### config.mk
export PLATFORM = sky130hd
export DESIGN_NAME = alu_cmd_issue
export DESIGN_NICKNAME = d
export VERILOG_FILES = /design/src/rtl/alu_pkg.sv /design/src/rtl/alu_cmd_fifo.sv /design/src/rtl/alu_cmd_issue.sv
export SDC_FILE = /design/constraint.sdc
export NUM_CORES = 1
export LEC_CHECK = 0
export CAP_MARGIN = 20
export CELL_PAD_IN_SITES_DETAIL_PLACEMENT = 1
export CELL_PAD_IN_SITES_GLOBAL_PLACEMENT = 1
export CORE_UTILIZATION = 50
export CTS_BUF_LIST = sky130_fd_sc_hd__clkbuf_8
export CTS_CLUSTER_DIAMETER = 60
export CTS_CLUSTER_SIZE = 40
export DETAILED_ROUTE_END_ITERATION = 12
export GPL_TIMING_DRIVEN = 1
export PLACE_DENSITY_LB_ADDON = 0.15
export SYNTH_ARGS = -nofsm -noshare
export SYNTH_HDL_FRONTEND = slang
export SYNTH_SLANG_ARGS = --single-unit
### constraint.sdc
create_clock -name clk -period 4.2 [get_ports clk]
set_input_delay 0.84 -clock clk [delete_from_list [all_inputs] [get_ports clk]]
set_output_delay 0.84 -clock clk [all_outputs]
set_load 0.02 [all_outputs]
### src/rtl/alu_pkg.sv
// Shared definitions for the ALU command issue stage: opcode values,
// issue FSM encoding and the command word layout.
package alu_pkg;

  // Opcodes understood by the downstream combinational ALU.
  localparam logic [2:0] ALU_ADD = 3'b000;
  localparam logic [2:0] ALU_SUB = 3'b001;
  localparam logic [2:0] ALU_AND = 3'b010;
  localparam logic [2:0] ALU_OR  = 3'b011;
  localparam logic [2:0] ALU_XOR = 3'b100;
  localparam logic [2:0] ALU_NOT = 3'b101;
  localparam logic [2:0] ALU_SHL = 3'b110;
  localparam logic [2:0] ALU_SHR = 3'b111;

  // Issue FSM: IDLE waits for work, EXEC lets the ALU settle on the
  // registered operands, HOLD presents the captured response.
  typedef enum logic [1:0] {
    IDLE = 2'd0,
    EXEC = 2'd1,
    HOLD = 2'd2
  } issue_state_e;

  // A queued command is stored as the concatenation {op, b, a}, with
  // operand A in the least significant WIDTH bits.

endpackage

### src/rtl/alu_cmd_fifo.sv
// Command FIFO for the issue stage. Plain storage with push/pop strobes;
// the caller guarantees no push when full and no pop when empty.
module alu_cmd_fifo #(
  parameter  int DW    = 19,
  parameter  int DEPTH = 4,
  localparam int AW    = $clog2(DEPTH),
  localparam int CW    = AW + 1
) (
  input  logic          clk,
  input  logic          rst,
  input  logic          push,
  input  logic [DW-1:0] push_data,
  input  logic          pop,
  output logic [DW-1:0] head,
  output logic [CW-1:0] count
);

  logic [DW-1:0] r_mem [DEPTH];
  logic [AW-1:0] r_wr_ptr;
  logic [AW-1:0] r_rd_ptr;
  logic [CW-1:0] r_count;

  // Storage write; a push alongside a pop lands behind the current head.
  // NOTE: the storage array has no reset -- occupancy is tracked by r_count,
  // so stale contents are never observed and the array can map to plain RAM.
  always_ff @(posedge clk) begin
    if (push) begin
      r_mem[r_wr_ptr] <= push_data;
    end
  end

  // Pointers wrap naturally at DEPTH; the count separates full from empty.
  // NOTE: sequential state always uses non-blocking assignment so every
  // register samples pre-edge values regardless of block ordering.
  always_ff @(posedge clk) begin
    if (rst) begin
      r_wr_ptr <= '0;
      r_rd_ptr <= '0;
      r_count  <= '0;
    end else begin
      if (push) r_wr_ptr <= r_wr_ptr + AW'(1);
      if (pop)  r_rd_ptr <= r_rd_ptr + AW'(1);
      case ({push, pop})
        2'b10:   r_count <= r_count + CW'(1);
        2'b01:   r_count <= r_count - CW'(1);
        default: r_count <= r_count;
      endcase
    end
  end

  assign head  = r_mem[r_rd_ptr];
  assign count = r_count;

endmodule

### src/rtl/alu_cmd_issue.sv
// Command issue stage in front of the combinational ALU. Queues commands,
// drives one at a time onto registered ALU inputs, captures the result a
// cycle later and returns it in order over a valid/ready response port.
module alu_cmd_issue
  import alu_pkg::*;
#(
  parameter  int WIDTH = 8,
  parameter  int OPW   = 3,
  parameter  int DEPTH = 4,
  localparam int CW    = $clog2(DEPTH) + 1
) (
  input  logic             clk,
  input  logic             rst,
  input  logic             cmd_valid,
  output logic             cmd_ready,
  input  logic [WIDTH-1:0] cmd_a,
  input  logic [WIDTH-1:0] cmd_b,
  input  logic [OPW-1:0]   cmd_op,
  output logic [WIDTH-1:0] alu_a,
  output logic [WIDTH-1:0] alu_b,
  output logic [OPW-1:0]   alu_op,
  input  logic [WIDTH-1:0] alu_result,
  input  logic             alu_carry,
  output logic             rsp_valid,
  input  logic             rsp_ready,
  output logic [WIDTH-1:0] rsp_result,
  output logic             rsp_carry,
  output logic [OPW-1:0]   rsp_op,
  output logic [CW-1:0]    count,
  output logic             busy
);

  localparam int CMD_W = 2 * WIDTH + OPW;

  issue_state_e     r_state;
  issue_state_e     w_next_state;
  logic             w_push;
  logic             w_pop;
  logic             w_capture;
  logic             w_rsp_clear;
  logic             w_cmd_ready;
  logic [CW-1:0]    w_count;
  logic [CMD_W-1:0] w_head;
  logic [WIDTH-1:0] r_alu_a;
  logic [WIDTH-1:0] r_alu_b;
  logic [OPW-1:0]   r_alu_op;
  logic             r_rsp_valid;
  logic [WIDTH-1:0] r_rsp_result;
  logic             r_rsp_carry;
  logic [OPW-1:0]   r_rsp_op;

  // Ready depends only on registered occupancy, never on the pop decision.
  assign w_cmd_ready = (w_count < CW'(DEPTH));
  assign w_push      = cmd_valid && w_cmd_ready;

  alu_cmd_fifo #(
    .DW    (CMD_W),
    .DEPTH (DEPTH)
  ) u_fifo (
    .clk       (clk),
    .rst       (rst),
    .push      (w_push),
    .push_data ({cmd_op, cmd_b, cmd_a}),
    .pop       (w_pop),
    .head      (w_head),
    .count     (w_count)
  );

  // Issue FSM state register.
  always_ff @(posedge clk) begin
    if (rst) r_state <= IDLE;
    else     r_state <= w_next_state;
  end

  // Next state plus pop/capture/clear strobes.
  // NOTE: every output of this block is defaulted first so no path leaves
  // one unassigned, which would otherwise infer a latch.
  always_comb begin
    w_next_state = r_state;
    w_pop        = 1'b0;
    w_capture    = 1'b0;
    w_rsp_clear  = 1'b0;
    case (r_state)
      IDLE: begin
        if (w_count != '0) begin
          w_pop        = 1'b1;
          w_next_state = EXEC;
        end
      end
      EXEC: begin
        w_capture    = 1'b1;
        w_next_state = HOLD;
      end
      HOLD: begin
        if (rsp_ready) begin
          w_rsp_clear = 1'b1;
          if (w_count != '0) begin
            w_pop        = 1'b1;
            w_next_state = EXEC;
          end else begin
            w_next_state = IDLE;
          end
        end
      end
      default: w_next_state = IDLE;
    endcase
  end

  // ALU operand registers: load only on a pop, otherwise hold steady.
  always_ff @(posedge clk) begin
    if (rst) begin
      r_alu_a  <= '0;
      r_alu_b  <= '0;
      r_alu_op <= '0;
    end else if (w_pop) begin
      {r_alu_op, r_alu_b, r_alu_a} <= w_head;
    end
  end

  // Response register: capture the settled ALU output, hold until taken.
  always_ff @(posedge clk) begin
    if (rst) begin
      r_rsp_valid  <= 1'b0;
      r_rsp_result <= '0;
      r_rsp_carry  <= 1'b0;
      r_rsp_op     <= '0;
    end else if (w_capture) begin
      r_rsp_valid  <= 1'b1;
      r_rsp_result <= alu_result;
      r_rsp_carry  <= alu_carry;
      r_rsp_op     <= r_alu_op;
    end else if (w_rsp_clear) begin
      r_rsp_valid  <= 1'b0;
    end
  end

  assign cmd_ready  = w_cmd_ready;
  assign alu_a      = r_alu_a;
  assign alu_b      = r_alu_b;
  assign alu_op     = r_alu_op;
  assign rsp_valid  = r_rsp_valid;
  assign rsp_result = r_rsp_result;
  assign rsp_carry  = r_rsp_carry;
  assign rsp_op     = r_rsp_op;
  assign count      = w_count;
  assign busy       = (r_state != IDLE) || (w_count != '0);

endmodule

# After elaboration in Yosys (flattened, before gate mapping)

Memories as Yosys holds them, arrays and structs flattened. A register that Yosys moved wholly into a read port is not among the register bits.
Index checks and enable logic that the tools add are counted.

Logic and storage cells: 43
Bits in writable memories: 76
Output and inout bits: 37
Register bits: 22
Input port bits: 32
Memories: 1

Reductions and logical operators: 8
Muxes and demuxes: 15
Order comparisons: 1
Add/subtract/negate cells: 4
Equality and inequality tests: 6

Memory list:

| name         | words | width | rd ports | clocked after Yosys merged registers in | wr ports | line               | text |
|---|---|---|---|---|---|---|---|
| u_fifo.r_mem | 4     | 19    | 1        | 1                                       | 1        | alu_cmd_fifo.sv:18 | `logic [DW-1:0] r_mem [DEPTH];` |

Operators with widths:

| kind                | count |
|---|---|
| $mux 1              | 10 |
| $pmux 2 s3          | 1 |
| $pmux 3 s2          | 1 |
| $reduce_bool 2->1   | 3 |
| $add 2x1->2 const B | 2 |
| $eq 2x1->1 const B  | 2 |
| $eq 2x2->1 const B  | 2 |
| $mux 2              | 2 |
| $ne 2x2->1 const B  | 2 |
| $add 3x1->3 const B | 1 |
| $lt 3x3->1 const B  | 1 |
| $reduce_bool 3->1   | 1 |
| $sub 3x1->3 const B | 1 |
| $logic_not 2->1     | 1 |
| $pmux 1 s2          | 1 |
| $reduce_and 2->1    | 1 |
| $logic_and 1x1->1   | 1 |
| $logic_or 1x1->1    | 1 |

# Longest topological paths before layout

Depth in word-level cells: 6
Gate-level depth with buffers: 9

# By module

A second synthesis with hierarchy kept.

Cell total of the unflattened synthesis: 292
Area total of the unflattened synthesis: 4619.4 µm²

Modules (own cells, without submodules):

| module        | area an instance (µm²) | times used | cells an instance |
|---|---|---|---|
| alu_cmd_fifo  | 3198.1                 | 1          | 140 |
| alu_cmd_issue | 1421.4                 | 1          | 152 |

# Least setup slack after synthesis

Ideal clock, no wire load.

Path kind: input -> register
Start point: in rsp_ready
End point: reg u_fifo.r_count[2] (netlist: u_fifo.count[2])
Slack: 1.546 ns
Stages: 9
Data arrival time: 2.583 ns
Data required time: 4.130 ns
Library setup time: 0.070 ns
Cell sequence: and2b_1 > nor3_1 > buf_2 > ha_1 > inv_1 > fa_1 > xor2_1 > or3_1 > a21oi_1

Word-level cells in the longest chain between the ends: 4

Ends and longest elaborated chain:

| item                                            | line                | text |
|---|---|---|
| from (decl)                                     | alu_cmd_issue.sv:25 | `input logic rsp_ready,` |
| $mux 1 (*)                                      | alu_cmd_issue.sv:95 | `if (rsp_ready) begin` |
| $pmux 1 s2 (*)                                  | alu_cmd_issue.sv:83 | `case (r_state)` |
| net u_fifo.pop                                  | alu_cmd_fifo.sv:13  | `input logic pop,` |
| $eq 2x1->1 or $eq 2x2->1 (tied branches)        | alu_cmd_fifo.sv:43  | `case ({push, pop})` |
| $pmux 3 s2 or $reduce_bool 2->1 (tied branches) | --                  |  |
| to (signal assigned)                            | alu_cmd_fifo.sv:44  | `2'b10: r_count <= r_count + CW'(1);` |
| to (signal assigned)                            | alu_cmd_fifo.sv:45  | `2'b01: r_count <= r_count - CW'(1);` |
| to (signal assigned)                            | alu_cmd_fifo.sv:46  | `default: r_count <= r_count;` |
| to (decl)                                       | alu_cmd_fifo.sv:21  | `logic [CW-1:0] r_count;` |

Mark *: on every way through the listed nets, which the timed path passes. The rest lies on a longest branch.
A chain may end at the register's enable or synchronous reset.

# Final worst setup path

Start point: reg u_fifo.r_count[2] (netlist: u_fifo.count[2])
End point: out busy

Word-level cells in the longest chain between the ends: 2

Ends and longest elaborated chain:

| item              | line                 | text |
|---|---|---|
| $reduce_bool 3->1 | alu_cmd_issue.sv:146 | `assign busy = (r_state != IDLE) \|\| (w_count != '0);` |
| $logic_or 1x1->1  | alu_cmd_issue.sv:146 |  |
| to (decl)         | alu_cmd_issue.sv:30  | `output logic busy` |

Every way passes these cells.

==> flow_summary.json <==
{
  "outcome": "finished, final reports clean",
  "holdPathStages": 2,
  "die_h_um": 96.2,
  "path_class": "register to output pin",
  "slowest_delay_ns": 0.56,
  "ys_seq_area_share_pct": 70.0,
  "synth.top_cell.area_share_pct": 51.5,
  "place_congestion": 0.737,
  "drv_cap": 0,
  "nets": 395,
  "clock_sinks": 117,
  "synth_ff_type": "edfxtp_1",
  "grt_pass1_vias": 2850,
  "remaining_drc_errors": 0,
  "tritoncts": "done",
  "slowest_stage": "clkdlybuf4s50_1",
  "start_util_pct": 52.9,
  "final_cell_area_mm2": 0.00559,
  "synth_seq_cells": 117,
  "rr_worst_depth": 8,
  "yosysUniqueCellTypes": 30,
  "worst-r2r-setup-slack_ns": 2.09,
  "p_int_mw": 2.52,
  "clockBufferDepth": 2,
  "clk_pin_slew_ns": 0.07,
  "avgRoutedWirePerCell_um": 21.1,
  "grt_pass1_wl_um": 15100,
  "htreeDepth": 4,
  "dp_slack_ns": 1.12,
  "timing.rr.end": "u_fifo.count[2]",
  "cp_num_buf_inv": 1,
  "ctsResizeCount": 0,
  "antennaDiodeCount": 0,
  "root_buffer": "clkbuf_8",
  "vias": 2622,
  "setup_violations": 0,
  "hpwl_um": 5840,
  "grt_max_degree": 26,
  "hold_end": "rsp_result[6]",
  "synth_edf_count": 76,
  "final_util_pct": 66.7,
  "cts_made_buffers": 17,
  "wl_um": 10000,
  "finalWorstSetupSlack_ns": 1.42,
  "netlist_instances": 278,
  "hp-class": "register to register",
  "clockPowerShare_pct": 25.2,
  "crit_chain": "nor3_2, nand2_1, clkdlybuf4s50_1",
  "post-synth-top-count-cell": "edfxtp_1",
  "synth_top_area_cell": "edfxtp_1",
  "maxSlewViolCount": 0,
  "tightest_slew_ns": 1.04,
  "finClkSkew_ns": 0.0112,
  "fmaxAchievable_mhz": 360,
  "die-area_mm2": 0.00925,
  "syn_area_mm2": 0.00444,
  "io_buffer_count": 68,
  "finalCritPeriodShare_pct": 66.2,
  "total_power_mw": 3.72,
  "final_layout_size_suffix_gt1_share_pct": 13.0,
  "slew_headroom_pct": 30.9,
  "cp_max_fo": 6,
  "first_iter_violations": 107,
  "switchingPower_mw": 1.20,
  "p_leak_nw": 1.88,
  "fin_crit_ns": 2.78,
  "fp.coreArea_mm2": 0.00838,
  "placed_area_mm2": 0.00524,
  "combPwrFrac_pct": 31.5,
  "cp_top_family": "simple AND/OR/NAND/NOR gates",
  "fillers": 762,
  "grt_overflow_total": 0,
  "std_cell_rows": 33,
  "post-cts-setup-buffer-count": 0,
  "grtUsageTotal_pct": 23.7,
  "pwr-share-seq_pct": 43.3,
  "multiInputGateArea_mm2": 0.00124,
  "io_pins": 69,
  "switching_share_pct": 32.3,
  "ir_worst_vdd_uv": 316,
  "avgViaCountPerCell": 5.53,
  "yosysWarnings": 0,
  "die_x_um": 96.2,
  "post_synth.cell_area_avg_um2": 16.0,
  "route.antenna.remaining_nets": 0,
  "synth_nets": 316,
  "cts_hold_buf": 0,
  "antenna_found_initial": 0,
  "worstPathArrival_ns": 1.94,
  "hold_viol_final": 0,
  "regArea_mm2": 0.00310,
  "synthTopCellsByCount": "edfxtp_1, dfxtp_1, nand2_1, nand2b_1, o2bb2ai_1",
  "fin_tns_setup_ns": 0,
  "synthArstFlopShare_pct": 0,
  "area_delta_synth_final_pct": 26.1,
  "drtPass1Iterations": 4,
  "clk_latency_ns": 0.42,
  "r2r-start": "r_state[1]",
  "min-delay-start": "rsp_result[6]",
  "critPathLaunchType": "register",
  "cp-end-kind": "output pin",
  "p_per_area_mw_per_mm2": 665,
  "rsz0062_at_grt": "no",
  "worstPathRequired_ns": 3.36,
  "synth.area.top_cells": "edfxtp_1, dfxtp_1, mux4_1"
}
==> layer usage <==
metal / share of wire [%] / vias to the layer above / routed length [µm] / track usage, %
met5: 0 / - / 0 / 0
met4: 2.8 / 0 / 283 / 10.6
met3: 5.0 / 24 / 497 / 7.90
met1: 40 / 1302 / 3960 / 26.5
met2: 53 / 94 / 5260 / 41.0
li1: - / 1202 / - / -
==> power groups by stage <==
stage,clock (mW),sequential (mW),combinational (mW)
floorplan,0,1.72,0.588
global placement,0,1.61,1.14
detailed placement,0,1.63,1.17
CTS,0.958,1.61,1.19
global route,1.01,1.63,1.26
finish,0.939,1.61,1.17
==> state kept, by name (all words and copies together) (netlist names), 3 cells and up <==
signal        count
rsp_op            3
rsp_result        8
alu_b             8
u_fifo.r_mem     76
alu_a             8
u_fifo.count      3
alu_op            3
==> how the worst max path moves through the flow <==
stage                                from         endpoint  slack (ns)  cells after the start
after global placement          rsp_ready  u_fifo.count[2]        1.18                      9
after global routing      u_fifo.count[2]             busy        1.31                      3
final                     u_fifo.count[2]             busy        1.42                      3
after detailed placement        rsp_ready  u_fifo.count[2]        1.12                      9
after floorplan                 rsp_ready  u_fifo.count[2]        1.55                      9
after CTS                 u_fifo.count[2]             busy        1.38                      3
==> kinds of logic (layout without fill, tap and decap cells) <==
group           count (synthesis)  after routing  synth area share [%]
compound gates                 38             38                  5.95
xor+xnor                        3              3                 0.592
fa+ha+maj                       6              6                  1.86
buf+inv                        23            114                  2.45
flops                         117            117                  70.0
mux                            21             21                  10.9
simple gates                   70             70                  8.29
==> layout by cell type (no fill, tap or decap), drive strengths merged, types with 5 or more instances in the layout <==
master	instances
edfxtp	76
clkdlybuf4s50	68
dfxtp	41
nand2	26
nand2b	21
o2bb2ai	19
mux4	19
a21oi	17
clkbuf	17
inv	9
buf	8
nor2	7
clkinv	7
ha	5
==> through the flow <==
step                hold WS, ns  std cells
global placement          0.441        443
CTS                       0.458        474
detailed placement        0.449        443
global route              0.470        474
finish                    0.456        474
floorplan                 0.514        278
==> final cells by class <==
type	instances	share of cell area, %
sequential	117	55.5
multi-input combinational	138	22.1
clock buffer	17	4.18
inverter	7	0.470
timing repair buffer	76	13.2
tap	105	2.35
clock inverter	14	2.17
==> worst register-to-register path, cell delays in order (launching register included) <==
cell,delay (ns)
dfxtp_1,0.36
and2b_1,0.27
nor3_2,0.19
ha_1,0.21
inv_1,0.06
fa_1,0.37
xor2_1,0.16
or3_1,0.30
a21oi_1,0.14
Power figures use the tool's default switching activity.
